`config.mk`:
```
export PLATFORM = sky130hd
export DESIGN_NAME = order_tx_serializer
export DESIGN_NICKNAME = d
export VERILOG_FILES = /design/src/rtl/order_tx_serializer.sv
export SDC_FILE = /design/constraint.sdc
export NUM_CORES = 1
export LEC_CHECK = 0
export ABC_AREA = 1
export BUFFER_PORTS_ARGS = -buffer_cell sky130_fd_sc_hd__buf_2
export CAP_MARGIN = 20
export CORE_ASPECT_RATIO = 0.5
export CORE_UTILIZATION = 35
export DETAILED_ROUTE_END_ITERATION = 6
export PLACE_DENSITY = 0.64
export SKIP_LAST_GASP = 1
export SYNTH_ARGS = -nofsm -noshare
export SYNTH_HDL_FRONTEND = slang
export SYNTH_SLANG_ARGS = --single-unit
```
`constraint.sdc`:
```
create_clock -name i_clk -period 64.8 [get_ports i_clk]
set_clock_uncertainty 0.15 [all_clocks]
set_input_delay 0 -clock i_clk [delete_from_list [all_inputs] [get_ports i_clk]]
set_output_delay 0 -clock i_clk [all_outputs]
set_load 0.03 [all_outputs]
```
`src/rtl/order_tx_serializer.sv`:
```
// order_tx_serializer
//
// Purpose: takes a buy/sell pair of 9-word quote messages, presented in
// parallel for one i_valid cycle, and serialises it as 18 words (buy words
// 0..8, then sell words 0..8) onto a 32-bit valid/ready stream. It holds one
// active pair plus one pending pair. A pair that arrives while both are
// occupied is dropped and counted, unless the active pair completes in that
// same cycle.
//
// Handshake: a word moves when o_tvalid & i_tready are both high on a rising
// edge. o_tvalid never falls without a transfer (reset excepted), and while it
// is high with i_tready low, o_tdata/o_tlast/o_tside hold their values.
//
// Ports:
//   i_clk, i_reset          clock; asynchronous active-high reset
//   i_valid                 one-cycle strobe qualifying i_reg_*_b / i_reg_*_s
//   i_reg_0_b..i_reg_8_b    buy message words 0..8
//   i_reg_0_s..i_reg_8_s    sell message words 0..8
//   o_tdata/o_tvalid/i_tready/o_tlast/o_tside   egress word stream
//                           (o_tlast marks word 8, o_tside: 0 buy, 1 sell)
//   o_pending_full          registered pending-slot occupancy
//   o_drop_count            saturating count of dropped pairs
//   o_state_dbg             current FSM state (0 idle, 1 buy, 2 sell)
//
// The input port list is fixed at nine words per side, so NUM_REGS must be 9.
module order_tx_serializer #(
  parameter int REG_WIDTH      = 32,
  parameter int NUM_REGS       = 9,
  parameter int DROP_CNT_WIDTH = 16
) (
  input  logic                      i_clk,
  input  logic                      i_reset,
  input  logic                      i_valid,
  input  logic [REG_WIDTH-1:0]      i_reg_0_b,
  input  logic [REG_WIDTH-1:0]      i_reg_1_b,
  input  logic [REG_WIDTH-1:0]      i_reg_2_b,
  input  logic [REG_WIDTH-1:0]      i_reg_3_b,
  input  logic [REG_WIDTH-1:0]      i_reg_4_b,
  input  logic [REG_WIDTH-1:0]      i_reg_5_b,
  input  logic [REG_WIDTH-1:0]      i_reg_6_b,
  input  logic [REG_WIDTH-1:0]      i_reg_7_b,
  input  logic [REG_WIDTH-1:0]      i_reg_8_b,
  input  logic [REG_WIDTH-1:0]      i_reg_0_s,
  input  logic [REG_WIDTH-1:0]      i_reg_1_s,
  input  logic [REG_WIDTH-1:0]      i_reg_2_s,
  input  logic [REG_WIDTH-1:0]      i_reg_3_s,
  input  logic [REG_WIDTH-1:0]      i_reg_4_s,
  input  logic [REG_WIDTH-1:0]      i_reg_5_s,
  input  logic [REG_WIDTH-1:0]      i_reg_6_s,
  input  logic [REG_WIDTH-1:0]      i_reg_7_s,
  input  logic [REG_WIDTH-1:0]      i_reg_8_s,
  output logic [REG_WIDTH-1:0]      o_tdata,
  output logic                      o_tvalid,
  input  logic                      i_tready,
  output logic                      o_tlast,
  output logic                      o_tside,
  output logic                      o_pending_full,
  output logic [DROP_CNT_WIDTH-1:0] o_drop_count,
  output logic [1:0]                o_state_dbg
);

  localparam int PAIR_WORDS = 2 * NUM_REGS;
  localparam int IDX_W      = $clog2(NUM_REGS);
  localparam int ADDR_W     = $clog2(PAIR_WORDS);
  localparam logic [IDX_W-1:0] IDX_LAST = IDX_W'(NUM_REGS - 1);

  typedef enum logic [1:0] {
    IDLE      = 2'd0,
    SEND_BUY  = 2'd1,
    SEND_SELL = 2'd2
  } state_t;

  state_t                      state, state_next;
  logic [IDX_W-1:0]            idx, idx_next;
  logic                        pend_valid, pend_valid_next;
  logic [DROP_CNT_WIDTH-1:0]   drop_cnt;

  // Pair storage: entries 0..NUM_REGS-1 are buy, NUM_REGS.. are sell.
  logic [REG_WIDTH-1:0]        in_words [PAIR_WORDS];
  logic [REG_WIDTH-1:0]        act_mem  [PAIR_WORDS];
  logic [REG_WIDTH-1:0]        pend_mem [PAIR_WORDS];

  logic                        load_act_in, load_act_pend, load_pend_in, drop;
  logic                        xfer, pair_done;
  logic [ADDR_W-1:0]           rd_addr;

  always_comb begin
    in_words[0]  = i_reg_0_b;  in_words[1]  = i_reg_1_b;  in_words[2]  = i_reg_2_b;
    in_words[3]  = i_reg_3_b;  in_words[4]  = i_reg_4_b;  in_words[5]  = i_reg_5_b;
    in_words[6]  = i_reg_6_b;  in_words[7]  = i_reg_7_b;  in_words[8]  = i_reg_8_b;
    in_words[9]  = i_reg_0_s;  in_words[10] = i_reg_1_s;  in_words[11] = i_reg_2_s;
    in_words[12] = i_reg_3_s;  in_words[13] = i_reg_4_s;  in_words[14] = i_reg_5_s;
    in_words[15] = i_reg_6_s;  in_words[16] = i_reg_7_s;  in_words[17] = i_reg_8_s;
  end

  // Outputs decode straight from registered state, so they are stable for
  // as long as the state/index registers hold (i.e. until a transfer).
  assign o_tvalid       = (state != IDLE);
  assign xfer           = o_tvalid & i_tready;
  assign pair_done      = (state == SEND_SELL) && xfer && (idx == IDX_LAST);
  assign rd_addr        = (state == SEND_SELL) ? ADDR_W'(NUM_REGS) + ADDR_W'(idx)
                                               : ADDR_W'(idx);
  assign o_tdata        = o_tvalid ? act_mem[rd_addr] : '0;
  assign o_tlast        = o_tvalid && (idx == IDX_LAST);
  assign o_tside        = (state == SEND_SELL);
  assign o_pending_full = pend_valid;
  assign o_drop_count   = drop_cnt;
  assign o_state_dbg    = state;

  always_comb begin
    state_next      = state;
    idx_next        = idx;
    pend_valid_next = pend_valid;
    load_act_in     = 1'b0;
    load_act_pend   = 1'b0;
    load_pend_in    = 1'b0;
    drop            = 1'b0;

    unique case (state)
      IDLE: begin
        if (i_valid) begin
          load_act_in = 1'b1;
          idx_next    = '0;
          state_next  = SEND_BUY;
        end
      end
      SEND_BUY: begin
        if (xfer) begin
          if (idx == IDX_LAST) begin
            idx_next   = '0;
            state_next = SEND_SELL;
          end else begin
            idx_next = idx + 1'b1;
          end
        end
      end
      SEND_SELL: begin
        if (xfer && idx != IDX_LAST) idx_next = idx + 1'b1;
      end
      default: state_next = IDLE;
    endcase

    if (pair_done) begin
      idx_next = '0;
      if (pend_valid) begin
        // Pending pair becomes active; a coincident new pair refills pending.
        load_act_pend   = 1'b1;
        state_next      = SEND_BUY;
        load_pend_in    = i_valid;
        pend_valid_next = i_valid;
      end else if (i_valid) begin
        // Bypass pending so the new pair follows without a bubble.
        load_act_in = 1'b1;
        state_next  = SEND_BUY;
      end else begin
        state_next = IDLE;
      end
    end else if (state != IDLE && i_valid) begin
      if (!pend_valid) begin
        load_pend_in    = 1'b1;
        pend_valid_next = 1'b1;
      end else begin
        drop = 1'b1;
      end
    end
  end

  always_ff @(posedge i_clk or posedge i_reset) begin
    if (i_reset) begin
      state      <= IDLE;
      idx        <= '0;
      pend_valid <= 1'b0;
      drop_cnt   <= '0;
    end else begin
      state      <= state_next;
      idx        <= idx_next;
      pend_valid <= pend_valid_next;
      if (drop && drop_cnt != '1) drop_cnt <= drop_cnt + 1'b1;
    end
  end

  // Data storage needs no reset: it is only observed through o_tdata, which
  // is gated by the FSM state.
  always_ff @(posedge i_clk) begin
    if (load_act_in)        act_mem <= in_words;
    else if (load_act_pend) act_mem <= pend_mem;
    if (load_pend_in)       pend_mem <= in_words;
  end

endmodule

```
==> flow_summary_export.csv <==
group,metric,value,unit
run_status,outcome,"completed",
critical_path,r2r_slack,58760,ps
finish,fill_cells,13000,
floorplanning,die-area,152000,sq um
global_routing,grt_max_degree,172,
critical_path,required,64970,ps
floorplanning,rows,100,
yosys,synth_top_area_frac,0.657,
pwr,clkPwrFrac,0.231,
yosys,seq_area_frac_synth,0.668,
flow_run,max_cap_viol_count,0,
hold_path,hold_path_end,"act_mem[172]",
sta,fin_crit_sh,0.0932,
place,place_hpwl,102000,um
critical_path,reg2reg_depth,12,
global_routing,gr-usage-all-layers,0.227,
clock_network,clock_sinks,1175,
sta,slew_headroom,0.163,
global_routing,grt_pass1_vias,43600,
place,io_buffers,633,
critical_path,r2r-end,"act_mem[530]",
sta,hold_viol_final,0,
sta,period_needed,6040,ps
sta,tightest_slew,1250,ps
yosys,ys_ff_latch,1175,
yosys,ys_warn_count,0,
pwr,peakVddDrop,0.0000417,V
pwr,p_leak,0.0330,uW
clock_network,numCtsBuffers,107,
clock_network,clk_latency,710,ps
finish,final_cells,9349,
critical_path,critPathBufInv,7,
floorplanning,die_x,550,um
yosys,syn_avg_cell_area,9.48,sq um
drt,drtIter0Drc,3815,
critical_path,crit-reg2reg-launch,"o_state_dbg[0]",
hold_path,hold_depth,4,
critical_path,cpMaxStageDelayCell,"buf_4",
global_routing,grt-ovfl-total,0,
place,placedCellCount,7953,
critical_path,crit_top_cell,"buf_4",
sta,tns,0,ps
pwr,p_sw,1210,uW
drt,wire_per_inst,18.7,um
yosys,synth-async-reset-ratio,0.0196,
floorplanning,io_pins,634,
drt,first_pass_iters,7,
global_routing,grt_pass1_wl,260000,um
finish,syn_to_final_growth,37.6,%
drt,vias,43100,
floorplanning,core,149000,sq um
drt,via_per_inst,4.61,
pwr,p_sw_frac,0.425,
floorplanning,start_util,0.353,
yosys,synth_edf_count,1152,
place,gp_congestion,0.873,
pwr,p_seq_frac,0.352,
sta,final-setup-viol-count,0,
clock_network,htreeDepth,3,
finish,nets,7826,
critical_path,crit_chain,"inv_1, ha_1, inv_2, nor3_4, nand2_2, a21oi_4, inv_16, o21ai_4, buf_16, buf_4, buf_4, buf_4",
clock_network,cts-root-buf,"clkbuf_16",
floorplanning,chipHeight,276,um
clock_network,cts.hold.buffers_added,1159,
yosys,yosys-top-cells-area,"edfxtp_1 66%, nand2_1 24%, inv_1 4.1%, buf_6 1.3%, dfrtp_1 1.1%",
sta,fmax,166,MHz
critical_path,startpoint_type,"flop",
yosys,syn_nets,6142,
drt,antenna_left,0,
drt,drc,0,
clock_network,cts.path.max_buffers,3,
sta,slew_viol_final,0,
clock_network,postCtsSetupRepairBufs,0,
yosys,ys_types,28,
yosys,netlist.top_cell.by_area,"edfxtp_1",
yosys,ys.flop_type,"edfxtp_1",
yosys,syn_area,52600,sq um
critical_path,slowest_delay,930,ps
finish,drive_gt1_frac,0.115,
pwr,internal_power,1630,uW
drt,totalWireLength,175000,um
clock_network,cts_tree,"done",
clock_network,cts_resized,0,
pwr,comb_power_share,0.417,
global_routing,antenna_found_initial,42,
critical_path,path_delay_family,"buffers and inverters",
hold_path,hold_start,"i_reg_3_s[12]",
clock_network,clkSlewWorstSetupHoldPaths,70,ps
sta,grt_setup_unrepaired,"false",
critical_path,cp.arrival,6210,ps
critical_path,cp-end-kind,"flop",
critical_path,critPathMaxFanout,147,
yosys,syn_inst,5551,
hold_path,hold_path_class,"in -> reg",
pwr,p_per_area,39.2,nW/um^2
critical_path,critical_path_class,"reg -> reg",
## logic make-up after synthesis
family	share of synthesized area
compound gates	0.00461
buf+inv	0.0716
flops	0.668
xor+xnor	0.00216
simple gates	0.251
fa+ha+maj	0.00261
## through the flow
| stage | total power, uW | setup slack (ps) | utilization | instance area (sq um) | hold slack (ps) |
|---|---|---|---|---|---|
| 2_1_floorplan | 1880 | 20990 | - | 52600 | -148 |
| 3_3_place_gp | 2120 | 58800 | 0.384 | 57200 | 42.3 |
| 3_5_place_dp | 2130 | 58650 | 0.384 | 57200 | 42.4 |
| 4_1_cts | 2840 | 58630 | 0.485 | 72300 | 0.661 |
| 5_1_grt | 3000 | 58400 | 0.486 | 72400 | 18.1 |
| 6_report | 2840 | 58760 | 0.486 | 72500 | 21.9 |
## worst register-to-register path, delay by kind of cell (launching register included)
family / cells / cell delay [ps]
AO/OA/AOI/OAI: 2 / 640
buffers and inverters: 7 / 3550
flip-flops: 1 / 450
adder cells (fa/ha/maj): 1 / 390
AND/OR/NAND/NOR: 2 / 430
## power by group through the flow
| stage | Combinational (uW) | Clock (uW) | Sequential, uW |
|---|---|---|---|
| after floorplan | 693 | 0 | 1190 |
| after global placement | 1110 | 0 | 1010 |
| after detailed placement | 1120 | 0 | 1010 |
| after CTS | 1180 | 665 | 997 |
| after global routing | 1300 | 694 | 1010 |
| final | 1180 | 657 | 998 |
## layout make-up
| type | instances | area (sq um) | area share |
|---|---|---|---|
| clock buffers | 132 | 2770 | 0.0383 |
| flip-flops and latches | 1175 | 35200 | 0.485 |
| well taps | 1989 | 2490 | 0.0343 |
| inverters | 576 | 2190 | 0.0302 |
| clock inverters | 68 | 756 | 0.0104 |
| multi-input cells | 3543 | 13800 | 0.190 |
| diodes | 34 | 85.1 | 0.00117 |
| repair buffers | 1832 | 15200 | 0.210 |
## flip-flops by register name, summed over array words and instances (netlist names)
| signal | flops |
|---|---|
| pend_mem | 576 |
| o_state_dbg | 2 |
| act_mem | 576 |
| o_drop_count | 16 |
| idx | 4 |
| o_pending_full | 1 |
## cell usage in the layout (no fill, tap or decap), types with 19 or more instances in the layout
cell type,synthesis,layout
diode_2,0,34
buf_4,40,30
clkbuf_1,107,25
dlygate4sd3_1,0,1159
clkbuf_16,0,107
nand3_1,107,107
nand2_1,3302,3297
dfrtp_1,23,23
clkinv_1,0,19
nor2_1,49,49
clkinv_2,0,25
buf_2,39,633
inv_1,572,572
a21oi_1,35,34
edfxtp_1,1152,1152
## synthesized netlist by cell type, types with 11 or more instances
cell         n
buf_2       39
buf_1       12
a21oi_1     35
dfrtp_1     23
ha_1        11
buf_6       59
nand3_1    107
inv_1      572
nand2_1   3302
edfxtp_1  1152
buf_4       40
nor2_1      49
clkbuf_1   107
## metal layers
metal,wire length [um],vias up,track usage
li1,-,20700,-
met1,70100,20300,0.278
met2,85700,1535,0.388
met3,9900,511,0.0366
met4,9530,12,0.115
met5,71,-,0
## how the worst max path moves through the flow
stage          cells past startpoint           start           end  slack (ps)
2_1_floorplan                      6  o_state_dbg[0]    act_mem[0]       20990
3_3_place_gp                      11  o_state_dbg[0]  act_mem[478]       58800
3_5_place_dp                      11  o_state_dbg[0]  act_mem[450]       58650
4_1_cts                           11  o_state_dbg[0]  act_mem[449]       58630
5_1_grt                           12  o_state_dbg[0]  act_mem[536]       58400
6_report                          12  o_state_dbg[0]  act_mem[530]       58760
(Power assumes the default switching activity.)
